`src/rtl/db_pkg.sv`:
```
// -----------------------------------------------------------------------------
// db_pkg
// Shared definitions for the switch debouncer and its event detector.
//   db_evt_state_t  : press-tracking FSM states of db_event_detect
//   LONG_TICKS_DEF  : default number of m_tick strobes that make a long press
//   CNT_W_DEF       : default width of the press/long event counters
// -----------------------------------------------------------------------------
package db_pkg;

    typedef enum logic [1:0] {
        IDLE,
        PRESSED,
        LONG
    } db_evt_state_t;

    localparam int LONG_TICKS_DEF = 16;
    localparam int CNT_W_DEF      = 8;

endpackage : db_pkg

```
`src/rtl/db_event_detect_if.sv`:
```
// -----------------------------------------------------------------------------
// db_event_detect_if
// Groups the signals between the debouncer side and db_event_detect.
//   db_i         : debounced switch level
//   m_tick_i     : one-cycle tick strobe from the debouncer
//   clr_cnt_i    : synchronous clear of both event counters
//   rise_tick_o  : one-cycle press pulse
//   fall_tick_o  : one-cycle release pulse
//   long_press_o : one-cycle pulse when the hold threshold is reached
//   held_o       : high while a press is in progress
//   press_cnt_o  : saturating count of short presses
//   long_cnt_o   : saturating count of long presses
// Modports: master drives the inputs and observes results, slave is the
// event detector itself.
// -----------------------------------------------------------------------------
interface db_event_detect_if #(
    parameter int CNT_W = db_pkg::CNT_W_DEF
) ();

    logic             db_i;
    logic             m_tick_i;
    logic             clr_cnt_i;
    logic             rise_tick_o;
    logic             fall_tick_o;
    logic             long_press_o;
    logic             held_o;
    logic [CNT_W-1:0] press_cnt_o;
    logic [CNT_W-1:0] long_cnt_o;

    modport master (
        output db_i, m_tick_i, clr_cnt_i,
        input  rise_tick_o, fall_tick_o, long_press_o, held_o,
               press_cnt_o, long_cnt_o
    );

    modport slave (
        input  db_i, m_tick_i, clr_cnt_i,
        output rise_tick_o, fall_tick_o, long_press_o, held_o,
               press_cnt_o, long_cnt_o
    );

endinterface : db_event_detect_if

```
`src/rtl/sat_counter.sv`:
```
// -----------------------------------------------------------------------------
// sat_counter
// Event counter that sticks at all-ones instead of wrapping. A clear in the
// same cycle as an increment wins, so that event is dropped.
//   clk     : system clock
//   reset   : asynchronous active-low reset
//   inc_i   : count one event
//   clr_i   : synchronous clear to zero
//   count_o : registered count
// -----------------------------------------------------------------------------
module sat_counter #(
    parameter int CNT_W = 8
) (
    input  logic             clk,
    input  logic             reset,
    input  logic             inc_i,
    input  logic             clr_i,
    output logic [CNT_W-1:0] count_o
);

    logic [CNT_W-1:0] count_q;
    logic [CNT_W-1:0] count_d;

    // NOTE: assigning the default first keeps every path covered, so no latch
    // is inferred.
    always_comb begin
        count_d = count_q;
        if (clr_i) begin
            count_d = '0;
        end else if (inc_i && (count_q != '1)) begin
            count_d = count_q + 1'b1;
        end
    end

    // NOTE: state registers use non-blocking assignments so every flop
    // samples its inputs from before the edge.
    always_ff @(posedge clk or negedge reset) begin
        if (!reset) begin
            count_q <= '0;
        end else begin
            count_q <= count_d;
        end
    end

    assign count_o = count_q;

endmodule : sat_counter

```
`src/rtl/db_event_detect.sv`:
```
// -----------------------------------------------------------------------------
// db_event_detect
// Turns the debounced level into press/release events, classifies each press
// as short or long by counting debouncer ticks while held, and keeps
// saturating counts of both kinds. Every output is registered.
//   clk    : system clock, shared with the debouncer
//   reset  : asynchronous active-low reset
//   bus    : db_event_detect_if.slave (see interface header for signals)
// Parameters:
//   LONG_TICKS : m_tick strobes of continuous hold that make a long press (>=2)
//   CNT_W      : width of the event counters
//   HOLD_W     : width of the hold counter, derived from LONG_TICKS
// -----------------------------------------------------------------------------
module db_event_detect
    import db_pkg::*;
#(
    parameter int LONG_TICKS = LONG_TICKS_DEF,
    parameter int CNT_W      = CNT_W_DEF,
    parameter int HOLD_W     = $clog2(LONG_TICKS + 1)
) (
    input  logic               clk,
    input  logic               reset,
    db_event_detect_if.slave   bus
);

    localparam logic [HOLD_W-1:0] HOLD_LAST = HOLD_W'(LONG_TICKS - 1);

    db_evt_state_t     state_q, state_d;
    logic [HOLD_W-1:0] hold_q,  hold_d;
    logic              db_q;
    logic              rise_q,  rise_d;
    logic              fall_q,  fall_d;
    logic              long_q,  long_d;
    logic              held_q,  held_d;
    logic              press_inc;
    logic              long_inc;
    logic              rise_edge;
    logic              fall_edge;

    assign rise_edge =  bus.db_i & ~db_q;
    assign fall_edge = ~bus.db_i &  db_q;

    always_comb begin
        state_d   = state_q;
        hold_d    = hold_q;
        rise_d    = 1'b0;
        fall_d    = 1'b0;
        long_d    = 1'b0;
        press_inc = 1'b0;
        long_inc  = 1'b0;

        unique case (state_q)
            IDLE: begin
                if (rise_edge) begin
                    state_d = PRESSED;
                    hold_d  = '0;
                    rise_d  = 1'b1;
                end
            end
            PRESSED: begin
                // A release on the same cycle as the threshold tick wins:
                // the press is counted as short.
                if (fall_edge) begin
                    state_d   = IDLE;
                    fall_d    = 1'b1;
                    press_inc = 1'b1;
                end else if (bus.m_tick_i) begin
                    hold_d = hold_q + 1'b1;
                    if (hold_q == HOLD_LAST) begin
                        state_d  = LONG;
                        long_d   = 1'b1;
                        long_inc = 1'b1;
                    end
                end
            end
            LONG: begin
                if (fall_edge) begin
                    state_d = IDLE;
                    fall_d  = 1'b1;
                end
            end
            default: begin
                state_d = IDLE;
            end
        endcase

        held_d = (state_d != IDLE);
    end

    always_ff @(posedge clk or negedge reset) begin
        if (!reset) begin
            state_q <= IDLE;
            hold_q  <= '0;
            db_q    <= 1'b0;
            rise_q  <= 1'b0;
            fall_q  <= 1'b0;
            long_q  <= 1'b0;
            held_q  <= 1'b0;
        end else begin
            state_q <= state_d;
            hold_q  <= hold_d;
            db_q    <= bus.db_i;
            rise_q  <= rise_d;
            fall_q  <= fall_d;
            long_q  <= long_d;
            held_q  <= held_d;
        end
    end

    sat_counter #(.CNT_W(CNT_W)) u_press_cnt (
        .clk     (clk),
        .reset   (reset),
        .inc_i   (press_inc),
        .clr_i   (bus.clr_cnt_i),
        .count_o (bus.press_cnt_o)
    );

    sat_counter #(.CNT_W(CNT_W)) u_long_cnt (
        .clk     (clk),
        .reset   (reset),
        .inc_i   (long_inc),
        .clr_i   (bus.clr_cnt_i),
        .count_o (bus.long_cnt_o)
    );

    assign bus.rise_tick_o  = rise_q;
    assign bus.fall_tick_o  = fall_q;
    assign bus.long_press_o = long_q;
    assign bus.held_o       = held_q;

endmodule : db_event_detect

```
`src/flat_wrapper.sv`:
```
// flat-port wrapper written by rule: the top's interface ports become plain ports
module db_event_detect_flat import db_pkg::*;
#(
    parameter int LONG_TICKS = LONG_TICKS_DEF,
    parameter int CNT_W      = CNT_W_DEF,
    parameter int HOLD_W     = $clog2(LONG_TICKS + 1)
)
  (clk, reset, bus_db_i, bus_m_tick_i, bus_clr_cnt_i, bus_rise_tick_o, bus_fall_tick_o, bus_long_press_o, bus_held_o, bus_press_cnt_o, bus_long_cnt_o);
  db_event_detect_if #(.CNT_W(CNT_W)) bus_i ();
  input  logic clk;
  input  logic reset;
  input wire logic [$bits(bus_i.db_i)-1:0] bus_db_i;
  input wire logic [$bits(bus_i.m_tick_i)-1:0] bus_m_tick_i;
  input wire logic [$bits(bus_i.clr_cnt_i)-1:0] bus_clr_cnt_i;
  output wire logic [$bits(bus_i.rise_tick_o)-1:0] bus_rise_tick_o;
  output wire logic [$bits(bus_i.fall_tick_o)-1:0] bus_fall_tick_o;
  output wire logic [$bits(bus_i.long_press_o)-1:0] bus_long_press_o;
  output wire logic [$bits(bus_i.held_o)-1:0] bus_held_o;
  output wire logic [$bits(bus_i.press_cnt_o)-1:0] bus_press_cnt_o;
  output wire logic [$bits(bus_i.long_cnt_o)-1:0] bus_long_cnt_o;
  assign bus_i.db_i = bus_db_i;
  assign bus_i.m_tick_i = bus_m_tick_i;
  assign bus_i.clr_cnt_i = bus_clr_cnt_i;
  assign bus_rise_tick_o = bus_i.rise_tick_o;
  assign bus_fall_tick_o = bus_i.fall_tick_o;
  assign bus_long_press_o = bus_i.long_press_o;
  assign bus_held_o = bus_i.held_o;
  assign bus_press_cnt_o = bus_i.press_cnt_o;
  assign bus_long_cnt_o = bus_i.long_cnt_o;
  db_event_detect #(.LONG_TICKS(LONG_TICKS), .CNT_W(CNT_W), .HOLD_W(HOLD_W)) u_core (.clk(clk), .reset(reset), .bus(bus_i));
endmodule
```
`config.mk`:
```
export PLATFORM = sky130hd
export DESIGN_NAME = db_event_detect_flat
export DESIGN_NICKNAME = d
export VERILOG_FILES = /design/src/rtl/db_pkg.sv /design/src/rtl/db_event_detect_if.sv /design/src/rtl/sat_counter.sv /design/src/rtl/db_event_detect.sv /design/src/flat_wrapper.sv
export SDC_FILE = /design/constraint.sdc
export NUM_CORES = 1
export LEC_CHECK = 0
export BUFFER_PORTS_ARGS = -buffer_cell sky130_fd_sc_hd__buf_2
export CAP_MARGIN = 20
export CORE_MARGIN = 1.5
export CORE_UTILIZATION = 35
export DETAILED_ROUTE_END_ITERATION = 16
export SLEW_MARGIN = 20
export SYNTH_ARGS = -nofsm -noshare
export SYNTH_HDL_FRONTEND = slang
export SYNTH_SLANG_ARGS = --single-unit
```
`constraint.sdc`:
```
create_clock -name clk -period 2.8 [get_ports clk]
set_input_delay 0.14 -clock clk [delete_from_list [all_inputs] [get_ports clk]]
set_output_delay 0.14 -clock clk [all_outputs]
set_load 0.02 [all_outputs]
```
---- Word level (Yosys, flattened, before mapping) ----
Index checks and enable logic that the tools add are counted.
word-level totals
  word-level logic and storage cells ...... 56
  input port bits ......................... 5
  output and inout bits ................... 20
  flip-flop bits (word level) ............. 28
cells by class
  multiplexer cells ....................... 23
  equality and inequality tests ........... 8
  bitwise logic cells ..................... 4
  reduce and logical (&&, ||, !) cells .... 9
  add/sub/neg operators ................... 3
operators with widths
  operator             count
  $mux 8               4
  $add 8x1->8 const B  2
  $ne 8x8->1 const B   2
  $mux 5               3
  $mux 2               5
  $pmux 5 s2           1
  $mux 1               9
  $reduce_bool 2->1    4
  $pmux 2 s3           1
  $add 5x1->5 const B  1
  $eq 5x4->1 const B   1
  $ne 2x2->1 const B   2
  $reduce_and 4->1     1
  $and 1x1->1          2
  $eq 2x1->1 const B   1
  $eq 2x2->1 const B   1
  $logic_and 1x1->1    2
  $logic_not 2->1      1
  $ne 2x1->1 const B   1
  $not 1->1            2
  $reduce_or 2->1      1

---- Logic depth before layout (Yosys ltp) ----
Gate-level depths: netlist (run 1).
  depth after elaboration ................. 8
  mapped depth ............................ 8

---- Hierarchy ----
From an unflattened synthesis (run 1), not the netlist that was laid out.
unflattened totals
  cells, all modules ...................... 159
  area total of the unflattened synthesis .. 1581.5 µm²
by module, submodules not included
  module           cells an instance  times used  area each (µm²)
  sat_counter      49                 2           464.2
  db_event_detect  61                 1           653.1

---- Least setup slack after synthesis (run 1) ----
Ideal clock, no wire load.
  path kind ............................... reg-to-reg
  start ................................... reg u_core.u_long_cnt.count_q[0], in the netlist u_core.u_long_cnt.count_o[0]
  end ..................................... reg u_core.u_long_cnt.count_q[4], in the netlist u_core.u_long_cnt.count_o[4]
  data arrival time ....................... 1790 ps
  path slack .............................. 932 ps
  library setup time ...................... 78 ps
  cell stages (with the launch flop) ...... 7
  clock period less this slack ............ 1868 ps
  path buffers ............................ 1
  cells stage by stage .................... dfrtp_1 ha_1 and2_2 and3_1 buf_6 or4_1 a21oi_1
on the way
  word-level cells in the longest chain between the ends .. 3
RTL lines
  what                                                RTL line                              RTL
  start: declaration                                  sat_counter.sv:21                     logic [CNT_W-1:0] count_q;
  start signal: assignment                            sat_counter.sv:41                     count_q <= count_d;
  $add 8x1->8 / $ne 8x8->1 (equally long branches)    sat_counter.sv:31, sat_counter.sv:30
  $mux 8 / $logic_and 1x1->1 (equally long branches)  sat_counter.sv:30                     end else if (inc_i && (count_q != '1)) begin
  $mux 8 / $reduce_bool 2->1 (equally long branches)  -
Parallel ways exist; a longest one is shown, timed or not. The select of a mux whose other input is x is not followed.
A chain may end at the register's enable or synchronous reset.

---- Worst setup path in the final report (run 1) ----
  start ................................... reg u_core.hold_q[0]
  end ..................................... reg u_core.u_long_cnt.count_q[6], in the netlist u_core.u_long_cnt.count_o[6]
on the way
  word-level cells in the longest chain between the ends .. 7
RTL lines
  what                         RTL line                RTL
  start: declaration           db_event_detect.sv:29   logic [HOLD_W-1:0] hold_q, hold_d;
  start signal: assignment     db_event_detect.sv:101  hold_q <= hold_d;
  $eq 5x4->1                   db_event_detect.sv:69   if (hold_q == HOLD_LAST) begin
  $mux 1                       db_event_detect.sv:69
  $mux 1                       db_event_detect.sv:67   end else if (bus.m_tick_i) begin
  $mux 1                       db_event_detect.sv:63   if (fall_edge) begin
  $mux 1                       db_event_detect.sv:52   unique case (state_q)
  $logic_and 1x1->1            sat_counter.sv:30
  $reduce_bool 2->1 (no line)  -
No other way between the ends.

==> results of run 1 <==
[registers in the layout (all words and copies together), names as in the netlist]
register,cells
u_core.u_long_cnt.count_o,8
u_core.bus.rise_tick_o,1
u_core.bus.long_press_o,1
u_core.db_q,1
u_core.bus.held_o,1
u_core.bus.fall_tick_o,1
u_core.hold_q,5
u_core.state_q,2
u_core.u_press_cnt.count_o,8
[synth_stat cells (2+ instances only)]
cell type,number,area share
or3_2,2,0.010
nor2b_1,3,0.013
o211ai_1,5,0.026
o21ai_0,8,0.027
nand4_1,3,0.013
mux2i_1,2,0.014
and3_1,4,0.017
o31ai_1,2,0.010
a21oi_1,9,0.031
dfrtp_1,28,0.48
or4_1,4,0.020
a211oi_1,2,0.010
and2_1,3,0.013
nor2_1,9,0.023
or3_1,3,0.013
nand3b_1,3,0.015
nand3_1,6,0.020
inv_1,11,0.028
xor2_1,4,0.024
nand2b_1,2,0.0085
a31oi_1,2,0.0085
nand2_1,9,0.023
and3b_1,2,0.012
ha_1,8,0.068
[final timing paths]
| path | to | slack, ns | cells past startpoint |
|---|---|---|---|
| max | u_core.u_long_cnt.count_o[6] | 0.72 | 7 |
| min | u_core.db_q | 0.05 | 1 |
| max reg2reg | u_core.u_long_cnt.count_o[6] | 0.72 | 7 |
| min reg2reg | u_core.hold_q[4] | 0.50 | 1 |
| max in group asynchronous | u_core.bus.long_press_o | 1.96 | 2 |
| min in group asynchronous | u_core.u_press_cnt.count_o[3] | 0.41 | 2 |
[power by group through the flow]
stage	Combinational [mW]	Sequential, mW	Clock (mW)
finish	0.208	0.476	0.316
global route	0.241	0.484	0.336
CTS	0.210	0.476	0.331
detailed placement	0.208	0.483	0
global placement	0.199	0.482	0
floorplan	0.131	0.496	0
[through the flow]
step                      hold WS (ns)  cells  power, mW   util  setup WS [ns]
after floorplan                 -0.156    149      0.627      -          0.932
after global placement           0.195    220      0.682  0.406          0.819
after detailed placement         0.201    220      0.691  0.406          0.746
after CTS                       0.0356    225       1.02  0.426          0.725
after global routing            0.0461    225       1.06  0.426          0.504
final                           0.0476    225       1.00  0.426          0.716
[per-layer routing]
metal | routed length [um] | GRT usage | vias up
met3 | 136 | 0.0428 | 2
met4 | 17 | 0.0425 | 0
met5 | 0 | 0 | -
met2 | 1370 | 0.212 | 26
met1 | 1430 | 0.192 | 577
li1 | - | - | 590
[kinds of logic (layout without fill, tap and decap cells)]
kind of cell	Yosys count	after routing	share of synthesized area
flops	28	28	0.476
xor+xnor	4	4	0.0238
simple gates	59	59	0.231
compound gates	34	34	0.146
buf+inv	14	40	0.0408
fa+ha+maj	8	8	0.0680
mux	2	2	0.0136
[cell type report]
| cell class | count | area share |
|---|---|---|
| clock buffer | 3 | 0.0241 |
| timing repair buffer | 25 | 0.0758 |
| tap | 50 | 0.0364 |
| inverter | 11 | 0.0241 |
| sequential | 28 | 0.408 |
| clock inverter | 1 | 0.0175 |
| multi-input combinational | 107 | 0.414 |
[timing repair]
item	4_1_cts	5_1_grt
hold buffers	1	0
setup buffers	0	0
endpoints found under the hold margin	28	0
==> impl_metrics.json, run 1 <==
{
  "outcome": "finished, final reports clean",
  "final_cell_area_um2": 1720,
  "final_max_slew_viol_count": 0,
  "tns_ns": 0,
  "cts_tree": "yes",
  "fin_crit_sh": 0.744,
  "portBuffers": 24,
  "seq_area_um2": 701,
  "final_cell_mix": "dfrtp_1 (28), buf_2 (24), inv_1 (11)",
  "skew_ns": 0.00659,
  "mappedNetlistArea_um2": 1470,
  "synth-seq-cells": 28,
  "cts_resized": 0,
  "switching_share": 0.284,
  "pin_count": 25,
  "relSlewSlack": 0.570,
  "ys_async_sr_fraction": 1.00,
  "first_pass_iters": 4,
  "p_leak_nw": 0.832,
  "fin_nets": 189,
  "layout_commonest_cell": "dfrtp_1",
  "dieArea_um2": 4600,
  "ys_seq_area_frac": 0.476,
  "crit_arrival_ns": 2.29,
  "crit_type": "reg -> reg",
  "cp.required_ns": 3.01,
  "ir_worst_vdd_mv": 0.386,
  "h-tree-depth": 1,
  "grt_overflow": 0,
  "min-delay-start": "bus_db_i",
  "hold_path.class": "in -> reg",
  "crit_chain": "ha_1, and3_1, ha_1, and2_1, nand3_1, or4_1, a21oi_1",
  "multi_input_comb_area_um2": 711,
  "rows": 23,
  "viasPerCell": 5.31,
  "cp.buffers_inverters": 0,
  "cts_buffers": 3,
  "initial_core_util": 0.365,
  "ys.flop_type": "dfrtp_1",
  "setup_viol_count_final": 0,
  "place_hpwl_um": 2140,
  "synthesis.nets": 162,
  "p_switching_mw": 0.284,
  "ys_types": 39,
  "routed-via-count": 1195,
  "clk_pin_slew_ns": 0.10,
  "dpl_cell_area_um2": 1640,
  "routed_wl_um": 2960,
  "cts_num_sinks": 28,
  "cpMaxStageDelayCell": "or4_1",
  "crit_path_start": "u_core.hold_q[0]",
  "finalHoldViolations": 0,
  "synth_edf_count": 0,
  "start_kind": "flip-flop",
  "pwr-share-seq": 0.476,
  "cts_root_buf": "clkbuf_8",
  "p_comb_frac": 0.208,
  "rsz0062_at_grt": "false",
  "insertion_delay_ns": 0.27,
  "die_y_um": 67.8,
  "p_per_area_nw_per_um2": 583,
  "grt_antenna_before_repair": 0,
  "ys_warn_count": 0,
  "drive_gt1_frac": 0.183,
  "worst_setup_path_end_kind": "flip-flop",
  "critPathMaxStageDelay_ns": 0.57,
  "drt_iter0_drc": 141,
  "avgRoutedWirePerCell_um": 13.2,
  "routabilityCongestion": 0.889,
  "maxCapViolations": 0,
  "postSynthAreaPerCell_um2": 9.88,
  "r2r_start": "u_core.hold_q[0]",
  "antennaDiodeCount": 0,
  "fp.dieW_um": 67.8,
  "worstPathMaxFanout": 10,
  "grt_pass1_wl_um": 4910,
  "fmax_mhz": 480,
  "drtAntennaViolNets": 0,
  "synth_cells": 149,
  "drc": 0,
  "crit_family": "simple AND/OR/NAND/NOR gates",
  "worst_pin_slew_ns": 0.645,
  "area_growth_pct": 16.7,
  "period_minus_slack_ns": 2.08,
  "coreArea_um2": 4030,
  "cts.path.max_buffers": 2,
  "pwr-share-clk": 0.316,
  "p_int_mw": 0.717,
  "grt_max_degree": 29,
  "fillers": 394,
  "grt_pass1_vias": 1080,
  "grt_usage": 0.140,
  "worst_path_most_repeated_cell": "ha_1"
}
No activity file was read; power rests on OpenSTA's default activity.
==> run 2: changes to the inputs <==
clock period = 1.8 ns   (was 2.8 ns; I/O delays follow)
==> impl_metrics.json, run 2 (synthesis gave the netlist of run 1 again) <==
{
  "outcome": "complete, but fails checks",
  "violations": "setup timing",
  "viasPerCell": 5.22,
  "fin_nets": 210,
  "p_int_mw": 1.09,
  "worstPathMaxFanout": 7,
  "layout_commonest_cell": "dfrtp_1",
  "period_minus_slack_ns": 1.81,
  "grt_usage": 0.155,
  "seq_area_um2": 703,
  "final_cell_mix": "dfrtp_1 (26), buf_2 (24), buf_4 (19)",
  "grt_pass1_wl_um": 5510,
  "fp.dieW_um": 67.8,
  "routed-via-count": 1284,
  "hold-path-cell-count": 2,
  "relSlewSlack": 0.577,
  "clk_pin_slew_ns": 0.09,
  "skew_ns": 0.00461,
  "p_per_area_nw_per_um2": 766,
  "rows": 23,
  "cts_buffers": 3,
  "place_hpwl_um": 2330,
  "cts.path.max_buffers": 2,
  "pwr-share-clk": 0.244,
  "crit_arrival_ns": 2.01,
  "pre_cts_slack_ns": -0.0438,
  "r2r_start": "u_core.hold_q[1]",
  "insertion_delay_ns": 0.27,
  "rsz0062_at_grt": "true",
  "setup_viol_count_final": 3,
  "portBuffers": 24,
  "cp.required_ns": 2.00,
  "grt_antenna_before_repair": 0,
  "fmax_mhz": 552,
  "drive_gt1_frac": 0.393,
  "hold_path.class": "in -> reg",
  "cts_root_buf": "clkbuf_8",
  "grt_overflow": 0,
  "finalWorstSetupSlack_ns": -0.0105,
  "avgRoutedWirePerCell_um": 13.6,
  "antennaDiodeCount": 0,
  "dieArea_um2": 4600,
  "grt_busiest_layer": "met2",
  "p_switching_mw": 0.462,
  "grt_max_degree": 29,
  "initial_core_util": 0.365,
  "routabilityCongestion": 0.803,
  "min-delay-start": "bus_clr_cnt_i",
  "cts_num_sinks": 28,
  "pin_count": 25,
  "use_met2": 0.265,
  "worst_setup_path_end_kind": "flip-flop",
  "fillers": 383,
  "fin_crit_sh": 1.01,
  "grt_use_met3": 0.0247,
  "routed_wl_um": 3340,
  "r2r_cells": 8,
  "die_y_um": 67.8,
  "grtUsageMet1": 0.202,
  "p_leak_nw": 0.925,
  "crit_type": "reg -> reg",
  "whs_ns": 0.210,
  "ir_worst_vdd_mv": 0.427,
  "holdPathEnd": "u_core.u_long_cnt.count_o[3]",
  "final_max_slew_viol_count": 0,
  "switching_share": 0.297,
  "worst_pin_slew_ns": 0.635,
  "drtAntennaViolNets": 0,
  "rrSetupSlack_ns": -0.01,
  "multi_input_comb_area_um2": 877,
  "first_pass_iters": 4,
  "pwr-share-seq": 0.476,
  "h-tree-depth": 1,
  "grt_pass1_vias": 1297,
  "tns_ns": -0.0198,
  "r2r-end": "u_core.u_long_cnt.count_o[0]",
  "start_kind": "flip-flop",
  "area_growth_pct": 38.2,
  "cpMaxStageDelayCell": "dfrtp_1",
  "drc": 0,
  "p_comb_frac": 0.279,
  "critPathMaxStageDelay_ns": 0.36,
  "maxCapViolations": 0,
  "drt_iter0_drc": 42,
  "finalHoldViolations": 0,
  "crit_chain": "ha_2, and3_4, ha_4, and2_4, nand3_4, buf_4, or3_4, a21oi_2",
  "cts_tree": "yes",
  "coreArea_um2": 4030
}
==> run 2: cell types whose count changed in the layout (fill, tap and decap cells not counted), moves of 3 or more <==
cell and change:
ha_1 -5, a21oi_2 +4, a21oi_1 -4, ha_4 +3
buf_4 +19
==> run 2: worst max-delay path, delay by kind of cell, from the launching register on <==
family | cells | cell delay (ns)
adder cells (fa/ha/maj) | 2 | 0.30
AO/OA/AOI/OAI | 1 | 0.12
AND/OR/NAND/NOR | 4 | 0.81
buffers and inverters | 1 | 0.15
flip-flops | 1 | 0.36
==> run 2: what timing repair did <==
item                                    in CTS  in global routing
hold buffers                                 2                  0
resized for setup                            7                 24
buffers inserted                             0                  5
pin swaps                                    4                 18
endpoints found under the hold margin       29                  0
endpoints found under the setup margin       8                 15
==> run 2: how the worst max path moves through the flow <==
stage                                    to  slack [ns]                    startpoint
2_1_floorplan  u_core.u_long_cnt.count_o[4]       0.006  u_core.u_long_cnt.count_o[0]
4_1_cts        u_core.u_long_cnt.count_o[5]       -0.05              u_core.hold_q[0]
5_1_grt        u_core.u_long_cnt.count_o[7]       -0.11              u_core.hold_q[0]
6_report       u_core.u_long_cnt.count_o[0]       -0.01              u_core.hold_q[1]
3_3_place_gp   u_core.u_long_cnt.count_o[6]      -0.002              u_core.hold_q[0]
3_5_place_dp   u_core.u_long_cnt.count_o[6]       -0.04              u_core.hold_q[0]
==> run 2: layout make-up <==
| cell class | count | area share |
|---|---|---|
| Clock buffer | 4 | 0.0271 |
| Inverter | 11 | 0.0203 |
| Multi-Input combinational cell | 107 | 0.431 |
| Sequential cell | 28 | 0.346 |
| Tap cell | 50 | 0.0308 |
| Timing Repair Buffer | 46 | 0.145 |
==> run 2: stage by stage <==
stage          instance area, um2  instances  total power [mW]   util
3_3_place_gp                 1770        235              1.13  0.439
3_5_place_dp                 1770        235              1.14  0.439
6_report                     2030        246              1.56  0.505
4_1_cts                      1880        241              1.55  0.466
5_1_grt                      2030        246              1.65  0.505
2_1_floorplan                1490        149             0.978      -
==> run 2: routing by layer <==
layer | part of all wire | wire length [um] | up-vias
met3 | 0.033 | 109 | 2
met2 | 0.50 | 1670 | 23
met5 | 0 | 0 | -
met4 | 0.0063 | 21 | 0
li1 | - | - | 635
met1 | 0.46 | 1540 | 624
==> run 2: power by group through the flow <==
stage	clock network [mW]	registers, mW	logic, mW
finish	0.380	0.742	0.435
global route	0.419	0.750	0.483
floorplan	0	0.772	0.206
CTS	0.399	0.735	0.414
detailed placement	0	0.745	0.399
global placement	0	0.743	0.391
==> run 3: changes to the inputs <==
--- a/config.mk
+++ b/config.mk
@@ -10,4 +10,5 @@
 export CORE_MARGIN = 1.5
 export CORE_UTILIZATION = 35
+export CTS_BUF_LIST = sky130_fd_sc_hd__clkbuf_8 sky130_fd_sc_hd__clkbuf_16
 export DETAILED_ROUTE_END_ITERATION = 16
 export SLEW_MARGIN = 20
==> constraint.sdc (replaced) <==
create_clock -name clk -period 1.8 [get_ports clk]
set_input_delay 0.27 -clock clk [delete_from_list [all_inputs] [get_ports clk]]
set_output_delay 0.27 -clock clk [all_outputs]
set_load 0.02 [all_outputs]
==> impl_metrics.json, run 3 (synthesis gave the netlist of run 1 again) <==
{
  "viasPerCell": 5.27,
  "dpl_cell_area_um2": 1770,
  "violations": "setup timing",
  "grt_pass1_wl_um": 5490,
  "hold_buffers": 0,
  "multi_input_comb_area_um2": 877,
  "start_kind": "flip-flop",
  "pin_count": 25,
  "cts_buffers": 3,
  "r2r-end": "u_core.u_long_cnt.count_o[0]",
  "routed_wl_um": 3330,
  "period_minus_slack_ns": 1.81,
  "cts_num_sinks": 28,
  "seq_area_um2": 703,
  "crit_arrival_ns": 2.01,
  "hold_path.class": "in -> async",
  "cp.required_ns": 2.00,
  "fin_cells": 244,
  "final_core_util": 0.500,
  "die_y_um": 67.8,
  "skew_ns": 0.00416,
  "finalHoldViolations": 0,
  "clk_pin_slew_ns": 0.09,
  "place_hpwl_um": 2330,
  "grt_usage": 0.154,
  "rrSetupSlack_ns": -0.01,
  "insertion_delay_ns": 0.27,
  "outcome": "complete, but fails checks",
  "p_leak_nw": 0.917,
  "routed-via-count": 1286,
  "initial_core_util": 0.365,
  "final_cell_area_um2": 2010,
  "avgRoutedWirePerCell_um": 13.7,
  "use_met2": 0.262,
  "final_cell_mix": "dfrtp_1 (26), buf_2 (24), buf_4 (19)",
  "routabilityCongestion": 0.803,
  "r2r_cells": 8,
  "relSlewSlack": 0.578,
  "dieArea_um2": 4600,
  "rsz0062_at_grt": "true",
  "final_max_slew_viol_count": 0,
  "worst_pin_slew_ns": 0.634,
  "cts.path.max_buffers": 2,
  "coreArea_um2": 4030,
  "fp.dieW_um": 67.8,
  "grtUsageMet1": 0.202,
  "first_pass_iters": 4,
  "placed_cells": 235,
  "grt_pass1_vias": 1286,
  "portBuffers": 24,
  "grt_max_degree": 29,
  "layout_commonest_cell": "dfrtp_1",
  "worst_setup_path_end_kind": "flip-flop",
  "rows": 23,
  "r2r_start": "u_core.hold_q[1]",
  "cts_root_buf": "clkbuf_8",
  "grt_busiest_layer": "met2",
  "worstPathMaxFanout": 7,
  "fin_nets": 208,
  "cts_tree": "yes",
  "finalPower_mw": 1.55,
  "grt_antenna_before_repair": 0,
  "drc": 0,
  "maxCapViolations": 0,
  "grt_use_met3": 0.0247,
  "setup_viol_count_final": 3,
  "ir_worst_vdd_mv": 0.430,
  "drt_iter0_drc": 38,
  "fmax_mhz": 552,
  "drtAntennaViolNets": 0,
  "area_growth_pct": 36.8,
  "crit_type": "reg -> reg",
  "fin_crit_sh": 1.01,
  "p_per_area_nw_per_um2": 772,
  "pre_cts_slack_ns": -0.0438,
  "h-tree-depth": 1,
  "finalWorstSetupSlack_ns": -0.0114,
  "antennaDiodeCount": 0,
  "fillers": 386,
  "grt_overflow": 0,
  "drive_gt1_frac": 0.397
}
==> run 3: repair_timing <==
item	in CTS	in global routing
setup endpoints to repair	8	15
pin swaps	4	18
gates resized for setup	7	24
buffers inserted	0	5
==> run 3: final cells by class <==
class | instances | area share
Timing Repair Buffer | 44 | 0.136
Inverter | 11 | 0.0205
Sequential cell | 28 | 0.349
Clock buffer | 4 | 0.0273
Multi-Input combinational cell | 107 | 0.436
Tap cell | 50 | 0.0311
==> run 3: metrics by stage <==
step / TNS (ns) / hold slack (ns)
floorplan: 0 / -0.0256
global placement: -0.00161 / 0.331
detailed placement: -0.181 / 0.331
CTS: -0.186 / 0.0316
global route: -0.687 / 0.0585
finish: -0.0227 / 0.0132
==> run 3: per-layer routing <==
metal	up-vias	share of wire
met5	-	0
met4	0	0.0063
met3	2	0.038
met2	29	0.50
met1	623	0.46
li1	632	-
==> run 3: worst max-delay path by stage <==
| stage | slack [ns] | start | endpoint | cells after the start |
|---|---|---|---|---|
| floorplan | 0.006 | u_core.u_long_cnt.count_o[0] | u_core.u_long_cnt.count_o[4] | 6 |
| global placement | -0.002 | u_core.hold_q[0] | u_core.u_long_cnt.count_o[6] | 7 |
| detailed placement | -0.04 | u_core.hold_q[0] | u_core.u_long_cnt.count_o[6] | 7 |
| CTS | -0.05 | u_core.hold_q[0] | u_core.u_long_cnt.count_o[5] | 7 |
| global route | -0.11 | u_core.hold_q[0] | u_core.u_long_cnt.count_o[7] | 8 |
| finish | -0.01 | u_core.hold_q[1] | u_core.u_long_cnt.count_o[0] | 8 |
==> run 3: worst max-delay path, cell delays in order (launching register included) <==
cell     delay [ns]
dfrtp_1        0.36
ha_2           0.18
and3_4         0.19
ha_4           0.12
and2_4         0.15
nand3_4        0.11
buf_4          0.15
or3_4          0.36
a21oi_2        0.12
==> run 3: where the power goes <==
part | switching, mW | internal (mW)
clock network | 0.185 | 0.195
logic | 0.226 | 0.206
registers | 0.0522 | 0.691
total | 0.463 | 1.09
